**src/rtl/video_pkg.sv**
```systemverilog
// Shared video constants, mode encodings, colours and the box axis-step helper
// used by the pattern generator.
package video_pkg;

   localparam int H_ACTIVE    = 640;
   localparam int V_ACTIVE    = 480;
   localparam int BOX_SIZE    = 32;
   localparam int BOX_STEP    = 2;
   localparam int CHECK_SHIFT = 5;

   typedef enum logic [1:0] {
      MODE_BARS  = 2'd0,
      MODE_CHECK = 2'd1,
      MODE_GRAD  = 2'd2,
      MODE_BOX   = 2'd3
   } mode_e;

   localparam logic [23:0] COL_WHITE   = 24'hFFFFFF;
   localparam logic [23:0] COL_YELLOW  = 24'hFFFF00;
   localparam logic [23:0] COL_CYAN    = 24'h00FFFF;
   localparam logic [23:0] COL_GREEN   = 24'h00FF00;
   localparam logic [23:0] COL_MAGENTA = 24'hFF00FF;
   localparam logic [23:0] COL_RED     = 24'hFF0000;
   localparam logic [23:0] COL_BLUE    = 24'h0000FF;
   localparam logic [23:0] COL_BLACK   = 24'h000000;
   localparam logic [23:0] COL_BOX_BG  = 24'h000040;

   function automatic logic [23:0] bar_colour(input logic [2:0] idx);
      logic [23:0] c;
      case (idx)
         3'd0:    c = COL_WHITE;
         3'd1:    c = COL_YELLOW;
         3'd2:    c = COL_CYAN;
         3'd3:    c = COL_GREEN;
         3'd4:    c = COL_MAGENTA;
         3'd5:    c = COL_RED;
         3'd6:    c = COL_BLUE;
         default: c = COL_BLACK;
      endcase
      return c;
   endfunction

   // One axis of box motion. Result is {dir, pos}; dir=1 means moving up-count.
   // All arithmetic is 11 bits wide so pos+step+size cannot wrap.
   function automatic logic [10:0] axis_step(input logic [9:0] pos,
                                             input logic       dir,
                                             input int         limit,
                                             input int         size,
                                             input int         stp);
      logic [10:0] pos_w;
      logic [10:0] lim_w;
      logic [10:0] size_w;
      logic [10:0] step_w;
      logic [10:0] nxt_w;
      logic        nxt_dir;
      pos_w  = {1'b0, pos};
      lim_w  = 11'(limit);
      size_w = 11'(size);
      step_w = 11'(stp);
      if (dir) begin
         if (pos_w + step_w + size_w > lim_w) begin
            nxt_w   = lim_w - size_w;
            nxt_dir = 1'b0;
         end else begin
            nxt_w   = pos_w + step_w;
            nxt_dir = 1'b1;
         end
      end else begin
         if (pos_w < step_w) begin
            nxt_w   = '0;
            nxt_dir = 1'b1;
         end else begin
            nxt_w   = pos_w - step_w;
            nxt_dir = 1'b0;
         end
      end
      return {nxt_dir, nxt_w[9:0]};
   endfunction

endpackage

```
**src/rtl/pattern_box_motion.sv**
```systemverilog
// Bouncing-box position: advances one step per frame event and reflects off
// the edges of the visible area.
module pattern_box_motion
   import video_pkg::*;
#(
   parameter int H_ACT  = H_ACTIVE,
   parameter int V_ACT  = V_ACTIVE,
   parameter int B_SIZE = BOX_SIZE,
   parameter int B_STEP = BOX_STEP
) (
   input  logic       clk,
   input  logic       rst,
   input  logic       step,
   output logic [9:0] bx,
   output logic [9:0] by
);

   logic       dir_x;
   logic       dir_y;
   logic [10:0] nxt_x;
   logic [10:0] nxt_y;

   always_comb begin
      nxt_x = axis_step(bx, dir_x, H_ACT, B_SIZE, B_STEP);
      nxt_y = axis_step(by, dir_y, V_ACT, B_SIZE, B_STEP);
   end

   always_ff @(posedge clk or posedge rst) begin
      if (rst) begin
         bx    <= '0;
         by    <= '0;
         dir_x <= 1'b1;
         dir_y <= 1'b1;
      end else if (step) begin
         bx    <= nxt_x[9:0];
         dir_x <= nxt_x[10];
         by    <= nxt_y[9:0];
         dir_y <= nxt_y[10];
      end
   end

endmodule

```
**src/rtl/pattern_gen.sv**
```systemverilog
// Test-pattern pixel source: bars, checkerboard, gradient and bouncing box,
// with a fixed two-cycle registered path from x/y to RGB.
module pattern_gen
   import video_pkg::*;
#(
   parameter int H_ACT   = H_ACTIVE,
   parameter int V_ACT   = V_ACTIVE,
   parameter int B_SIZE  = BOX_SIZE,
   parameter int B_STEP  = BOX_STEP,
   parameter int C_SHIFT = CHECK_SHIFT
) (
   input  logic       clk,
   input  logic       rst,
   input  logic [9:0] x,
   input  logic [9:0] y,
   input  logic [1:0] mode,
   output logic [7:0] red,
   output logic [7:0] green,
   output logic [7:0] blue,
   output logic [7:0] frame_count
);

   localparam int BAR_W = H_ACT / 8;

   logic        frame_event;
   logic [9:0]  bx;
   logic [9:0]  by;
   mode_e       mode_q;

   logic        active_c;
   logic [2:0]  bar_c;
   logic        in_box_c;
   logic        check_c;

   logic        s1_valid;
   logic        s1_active;
   logic [2:0]  s1_bar;
   logic        s1_in_box;
   logic        s1_check;
   logic [7:0]  s1_grad_r;
   logic [7:0]  s1_grad_g;

   logic [23:0] pix_c;

   // First blanking line, column 0: exactly one cycle per frame.
   assign frame_event = (x == 10'd0) && (y == 10'(V_ACT));

   pattern_box_motion #(
      .H_ACT  (H_ACT),
      .V_ACT  (V_ACT),
      .B_SIZE (B_SIZE),
      .B_STEP (B_STEP)
   ) u_box (
      .clk  (clk),
      .rst  (rst),
      .step (frame_event),
      .bx   (bx),
      .by   (by)
   );

   // Stage 1 decode: bar index by comparator chain, box hit with 11-bit sums.
   always_comb begin
      active_c = ({1'b0, x} < 11'(H_ACT)) && ({1'b0, y} < 11'(V_ACT));
      bar_c    = 3'd0;
      for (int i = 1; i < 8; i++) begin
         if ({1'b0, x} >= 11'(i * BAR_W)) bar_c = 3'(i);
      end
      in_box_c = ({1'b0, x} >= {1'b0, bx}) && ({1'b0, x} < {1'b0, bx} + 11'(B_SIZE)) &&
                 ({1'b0, y} >= {1'b0, by}) && ({1'b0, y} < {1'b0, by} + 11'(B_SIZE));
      check_c  = x[C_SHIFT] ^ y[C_SHIFT];
   end

   always_ff @(posedge clk or posedge rst) begin
      if (rst) begin
         s1_valid  <= 1'b0;
         s1_active <= 1'b0;
         s1_bar    <= '0;
         s1_in_box <= 1'b0;
         s1_check  <= 1'b0;
         s1_grad_r <= '0;
         s1_grad_g <= '0;
      end else begin
         s1_valid  <= 1'b1;
         s1_active <= active_c;
         s1_bar    <= bar_c;
         s1_in_box <= in_box_c;
         s1_check  <= check_c;
         s1_grad_r <= x[9:2];
         s1_grad_g <= y[8:1];
      end
   end

   // Mode and frame counter change only at the frame event, so a frame never mixes modes.
   always_ff @(posedge clk or posedge rst) begin
      if (rst) begin
         mode_q      <= MODE_BARS;
         frame_count <= '0;
      end else if (frame_event) begin
         mode_q      <= mode_e'(mode);
         frame_count <= frame_count + 8'd1;
      end
   end

   always_comb begin
      pix_c = COL_BLACK;
      if (s1_valid && s1_active) begin
         case (mode_q)
            MODE_BARS:  pix_c = bar_colour(s1_bar);
            MODE_CHECK: pix_c = s1_check ? COL_WHITE : COL_BLACK;
            MODE_GRAD:  pix_c = {s1_grad_r, s1_grad_g, frame_count};
            MODE_BOX:   pix_c = s1_in_box ? COL_RED : COL_BOX_BG;
            default:    pix_c = COL_BLACK;
         endcase
      end
   end

   always_ff @(posedge clk or posedge rst) begin
      if (rst) begin
         red   <= '0;
         green <= '0;
         blue  <= '0;
      end else begin
         red   <= pix_c[23:16];
         green <= pix_c[15:8];
         blue  <= pix_c[7:0];
      end
   end

endmodule

```
**config.mk**
```make
export PLATFORM = sky130hd
export DESIGN_NAME = pattern_gen
export DESIGN_NICKNAME = d
export VERILOG_FILES = /design/src/rtl/video_pkg.sv /design/src/rtl/pattern_box_motion.sv /design/src/rtl/pattern_gen.sv
export SDC_FILE = /design/constraint.sdc
export NUM_CORES = 1
export LEC_CHECK = 0
export CAP_MARGIN = 10
export CORE_MARGIN = 2
export CORE_UTILIZATION = 49
export DETAILED_ROUTE_END_ITERATION = 16
export MAX_ROUTING_LAYER = met4
export PLACE_DENSITY = 0.71
export SLEW_MARGIN = 20
export SYNTH_ARGS = -nofsm -noshare
export SYNTH_HDL_FRONTEND = slang
export SYNTH_SLANG_ARGS = --single-unit
```
**constraint.sdc**
```tcl
create_clock -name clk -period 4.6 [get_ports clk]
set_clock_uncertainty 0.15 [all_clocks]
set_input_delay 0.69 -clock clk [delete_from_list [all_inputs] [get_ports clk]]
set_output_delay 0.69 -clock clk [all_outputs]
set_load 0.02 [all_outputs]
```
After elaboration in Yosys (flattened, before gate mapping)
Index checks and enable logic that the tools add are counted.
{"block": "classes", "n_lt_le_gt_ge": 17, "n_mux": 24, "n_eq_ne": 10, "n_addsub": 9, "bitwise_logic": 1, "reduce_logical": 9}
{"cell": "$pmux W24 S7", "n": 1}
{"cell": "$pmux W24 S4", "n": 1}
{"cell": "$mux W24", "n": 3}
{"cell": "$mux W10", "n": 6}
{"cell": "$ge A10 B9 Y1 const B", "n": 3}
{"cell": "$add A10 B2 Y11 const B", "n": 2}
{"cell": "$add A10 B6 Y11 const B", "n": 2}
{"cell": "$add A11 B6 Y11 const B", "n": 2}
{"cell": "$lt A10 B11 Y1", "n": 2}
{"cell": "$ge A10 B10 Y1", "n": 2}
{"cell": "$ge A10 B8 Y1 const B", "n": 2}
{"cell": "$lt A10 B2 Y1 const B", "n": 2}
{"cell": "$sub A10 B2 Y10 const B", "n": 2}
{"cell": "$mux W3", "n": 6}
{"cell": "$gt A11 B10 Y1 const B", "n": 1}
{"cell": "$gt A11 B9 Y1 const B", "n": 1}
{"cell": "$eq A10 B9 Y1 const B", "n": 1}
{"cell": "$ge A10 B10 Y1 const B", "n": 1}
{"cell": "$ge A10 B7 Y1 const B", "n": 1}
{"cell": "$logic_not A10 Y1", "n": 1}
{"cell": "$lt A10 B10 Y1 const B", "n": 1}
{"cell": "$lt A10 B9 Y1 const B", "n": 1}
{"cell": "$eq A3 B3 Y1 const B", "n": 3}
{"cell": "$add A8 B1 Y8 const B", "n": 1}
{"cell": "9 further kinds", "n": 22}
{"block": "word_totals", "wordCells": 86, "register_bits": 79, "output_inout_bits": 32, "in_bits": 24}

Longest topological paths before layout
{"block": "logic_depth", "ltp_word": 8, "ltp_mapped": 13, "mapped_depth_nobuf": 13}

Hierarchy
From an unflattened synthesis, not the netlist that was laid out.
{"block": "unflattened", "hier_cells": 584, "hier_area_um2": 5285.1}
{"module": "pattern_gen", "seq_area_each_um2": 1426.4, "area_per_inst_um2": 2991.6, "cells_each": 282, "instances": 1}
{"module": "pattern_box_motion", "seq_area_each_um2": 503.0, "area_per_inst_um2": 2293.4, "cells_each": 302, "instances": 1}

Worst setup path before layout
OpenSTA, ideal clock, no wires.
{"block": "synth_timing", "path_kind": "register to register", "start": "reg u_box.bx[1]", "end": "reg u_box.bx[2]", "path_buffers": 1, "path_stages_with_launch": 12, "arrival_ns": 2.540, "setup_time_ns": 0.073, "required_ns": 4.377, "period_less_slack_ns": 2.763, "slack_ns": 1.837, "path_cell_list": "dfrtp_1 > ha_1 > nand3_4 > xnor2_1 > ha_1 > or3_1 > o22ai_1 > a311o_1 > nand3_1 > buf_4 > mux2_4 > a21oi_2"}
{"block": "synth_via", "elab_chain_len": 5, "elab_cells_between_ends": 8, "cone_classes": "3 x add/sub; 2 x order compare; 3 x mux"}
{"element": "from (decl)", "line": "pattern_box_motion.sv:14", "rtl": "output logic [9:0] bx,"}
{"element": "from (signal assigned)", "line": "pattern_box_motion.sv:35", "rtl": "bx <= nxt_x[9:0];"}
{"element": "$add A10 B2 Y11", "line": "video_pkg.sv:65", "rtl": "nxt_w = pos_w + step_w;"}
{"element": "$add A11 B6 Y11", "line": "video_pkg.sv:61", "rtl": "if (pos_w + step_w + size_w > lim_w) begin"}
{"element": "$gt A11 B10 Y1", "line": "video_pkg.sv:61"}
{"element": "$mux W10", "line": "video_pkg.sv:61"}
{"element": "$mux W10 *", "line": "video_pkg.sv:60", "rtl": "if (dir) begin"}
Every way passes the cells marked *; elsewhere a longest branch is shown, timed or not.
A chain may end at the register's enable or synchronous reset.

Worst setup path after layout
{"block": "layout_timing", "start": "reg u_box.bx[1]", "end": "reg u_box.bx[5]"}
The elaborated chain is that of the path after synthesis.

==> impl_results.md <==
- Postcts setup bufs: 0
- Layout cell share with drive strength beyond 1: 0.08070
- Layout Nets: 630
- Drc violations: 0
- PD cells: 223.3 nW/um2
- R2R setup slack: 1280 ps
- Core ar.: 9774 um2
- Placed Cells: 688
- Async SR Flop Fraction: 1.000
- Routed WL per cell: 16.48 um
- Status: finished clean
- Seq/Total Area, Yosys: 0.3928
- Synth Area per Inst: 9.428 um2
- Fmax: 301.3 MHz
- Worst vdd ir: 116.9 uV
- Setup crit end kind: flop
- DP Wirelength: ~8.7 mm
- Worst Path Required: 4680 ps
- Ordered list of cells on the worst path: ha_1 -> nand3_4 -> xnor2_1 -> ha_1 -> or3_1 -> o22ai_1 -> a311o_1 -> nand3_1 -> o32ai_1 -> a22oi_1
- Area share of the largest cell type after synthesis: 0.3821
- Worst Path Buf+Inv: 0
- Count of flip-flops with a built-in enable after synthesis: 0
- Most frequent cell after synthesis: dfrtp_1
- CP max FO: 11
- RSZ-0062 raised after global routing: no
- Clk Latency, worst-skew pair: between 300 and 400 ps
- Leakage: 0.002478 uW
- ANT nets after route: 0
- Initial Util: 0.5026
- Detailed Routing Iterations Pass 1: 5
- Net count after synthesis: 585
- First-pass GRT wire length: 19.61 mm
- Finished Core Util: 0.5796
- Area contributors post-synth: dfrtp_1 38%, ha_1 10%, xnor2_1 3.9%
- Vias per Instance: 5.839
- Slew @ Worst Pin: 935.4 ps
- Die Width: about 100 um
- Gr ovfl total: 0
- Vias in the first global route: 3969
- Setup CP Type: flop to flop
- Port Buf Inserts: 55
- Crit path time final: 3319 ps
- Critical Path AT: roughly 3400 ps
- Worst slack, placed: between 1000 and 1500 ps
- Max-cap viol count: 0
- Post-Route WL: around 12 mm
- Worst Setup Start Kind: flop
- Clock tree buffer depth: 2
- Post-route cell area: 5665 um2
- CTS Hold Buffers Added: 0
- Yosys cell types: 72
- GPL Wtd Cong: 0.8900
- Vias: between 4000 and 5000
- Initial antenna violation count: 0
- Delay-heaviest family, CP: compound AO/OA/AOI/OAI gates
- Layout area overhead: 15.33%
- Worst path slowest cell: dfrtp_1
- Synth warn: 0
- Largest area contributor in the netlist: dfrtp_1
- DR iter-0 viols: 245
- Dominant synthesized flop cell: dfrtp_1
- TritonCTS clock tree: done
- Slew Limit Fails: 0
- Seq cells post-synth: between 70 and 80
- Mapped Cells: 521
- Final Hold Vio Count: 0
- Rel. slew slack: 0.3764
- CTS sink cnt: 77
- Post-route insts no fill: 703
- Maximum level of the CTS H-tree: 3
- Hold WC Path Type: flop to flop
- Setup violations, final: 0
- Worst path max stage delay: between 500 and 600 ps
- Clock transition at the registers of the reported paths: 80 ps
- Number of I/O pins: between 50 and 60
- Antenna Diode Count: 0
- Mapped cell area: 4912 um2
- Die area: roughly 11000 um2
- Post-synth top cells: 75 x dfrtp_1, 45 x nand2_1, 40 x ha_1, 34 x a21oi_1
- Largest net degree at the start of global routing: 41
- Total CTS buffers: 9
- Placement Cell Area: 5499 um2
- Total negative slack: 0 ps
- Post-CTS Resized: 0
- Height of the die: 104.1 um
- Crit share post-route: 0.7216
- Tot GR Track Use: 0.2300
- Setup ws final: 1281 ps
- Cell row count: 36
- CTS root buf: clkbuf_8
- Most frequent CP cell: ha_1
## path summary, 6_finish.rpt
| kind | cells after the start | from | endpoint |
|---|---|---|---|
| setup / recovery | 10 | u_box.bx[1]$_DFFE_PP0P_ | u_box.bx[5]$_DFFE_PP0P_ |
| hold / removal | 1 | s1_grad_r[0]$_DFF_PP0_ | red[0]$_DFF_PP0_ |
| setup reg to reg | 10 | u_box.bx[1]$_DFFE_PP0P_ | u_box.bx[5]$_DFFE_PP0P_ |
| hold reg to reg | 1 | s1_grad_r[0]$_DFF_PP0_ | red[0]$_DFF_PP0_ |
| max in group asynchronous | 3 | rst | u_box.dir_y$_DFFE_PP1P_ |
| min in group asynchronous | 2 | rst | red[7]$_DFF_PP0_ |
## placed cells by master (no fill, tap or decap), types with 5 or more instances in the layout
cell and instances:
nor3_1 16, clkdlybuf4s50_1 55, o21a_1 15, a211oi_1 6
and2_1 5, nor2_1 27, ha_1 40, nand2_1 45
dfrtp_1 75, xnor2_1 22, clkbuf_8 10, nand4_1 8
nand2b_1 20, nor2b_1 5, a31oi_1 6, nor4_1 5
inv_1 24, a21oi_1 34, a21o_1 8, o21ai_0 27
or3_1 5, and3_1 7, o211ai_1 6, o21ai_1 6
nand3_1 17
## flip-flops by register name, indices dropped and copies added, names as in the netlist
| name | count |
|---|---|
| u_box.by | 9 |
| u_box.dir_y | 1 |
| green | 8 |
| blue | 8 |
| s1_active | 1 |
| s1_in_box | 1 |
| s1_valid | 1 |
| u_box.bx | 9 |
| red | 8 |
| s1_bar | 3 |
| s1_check | 1 |
| u_box.dir_x | 1 |
| s1_grad_g | 8 |
| mode_q | 2 |
| frame_count | 8 |
| s1_grad_r | 8 |
## cells by family (layout without fill, tap and decap cells)
| group | Yosys count | after routing | share of synthesized area |
|---|---|---|---|
| DFF | 77 | 77 | 0.3928 |
| xor gates and xnor gates | 24 | 24 | 0.04432 |
| and+or+nand+nor | 181 | 181 | 0.2056 |
| buffers and inverters | 54 | 103 | 0.05578 |
| muxes | 5 | 5 | 0.01121 |
| AOI/OAI and AO/OA | 138 | 138 | 0.1857 |
| other | 1 | 1 | 0.0007634 |
| adders and majority gates | 41 | 41 | 0.1039 |
## worst register-to-register path, stage by stage, from the launching register on
cell     delay [ps]
dfrtp_1         520
ha_1            450
nand3_4         180
xnor2_1         180
ha_1            270
or3_1           300
o22ai_1         140
a311o_1         210
nand3_1         310
o32ai_1         360
a22oi_1         110
## through the flow
step | total power [uW] | hold WS [ps]
floorplan | 762.7 | 290.7
global route | 1322 | 340.9
global placement | 818.0 | 297.7
CTS | 1275 | 318.0
finish | 1265 | 316.7
detailed placement | 821.5 | 297.8
## area by class of cell
cell class	instances	area (um2)
clock buffers	11	141.4
clock inverters	4	25.02
fillers	853	4109
inverters	29	108.9
multi-input cells	390	2714
flip-flops and latches	77	1929
well taps	133	166.4
repair buffers	59	580.6
## power by group
part	internal (uW)	switching (uW)
combinational	48.6	60.3
sequential	693	5.04
clock	206	252
## per-layer routing
metal / GRT usage / vias up / wire length (um)
met2: 0.3712 / 153 / 5637
met5: - / - / 0
met4: 0.07819 / 0 / 140
li1: - / 1955 / -
met3: 0.04386 / 15 / 665
met1: 0.2920 / 1982 / 5140
(Power assumes the default switching activity.)
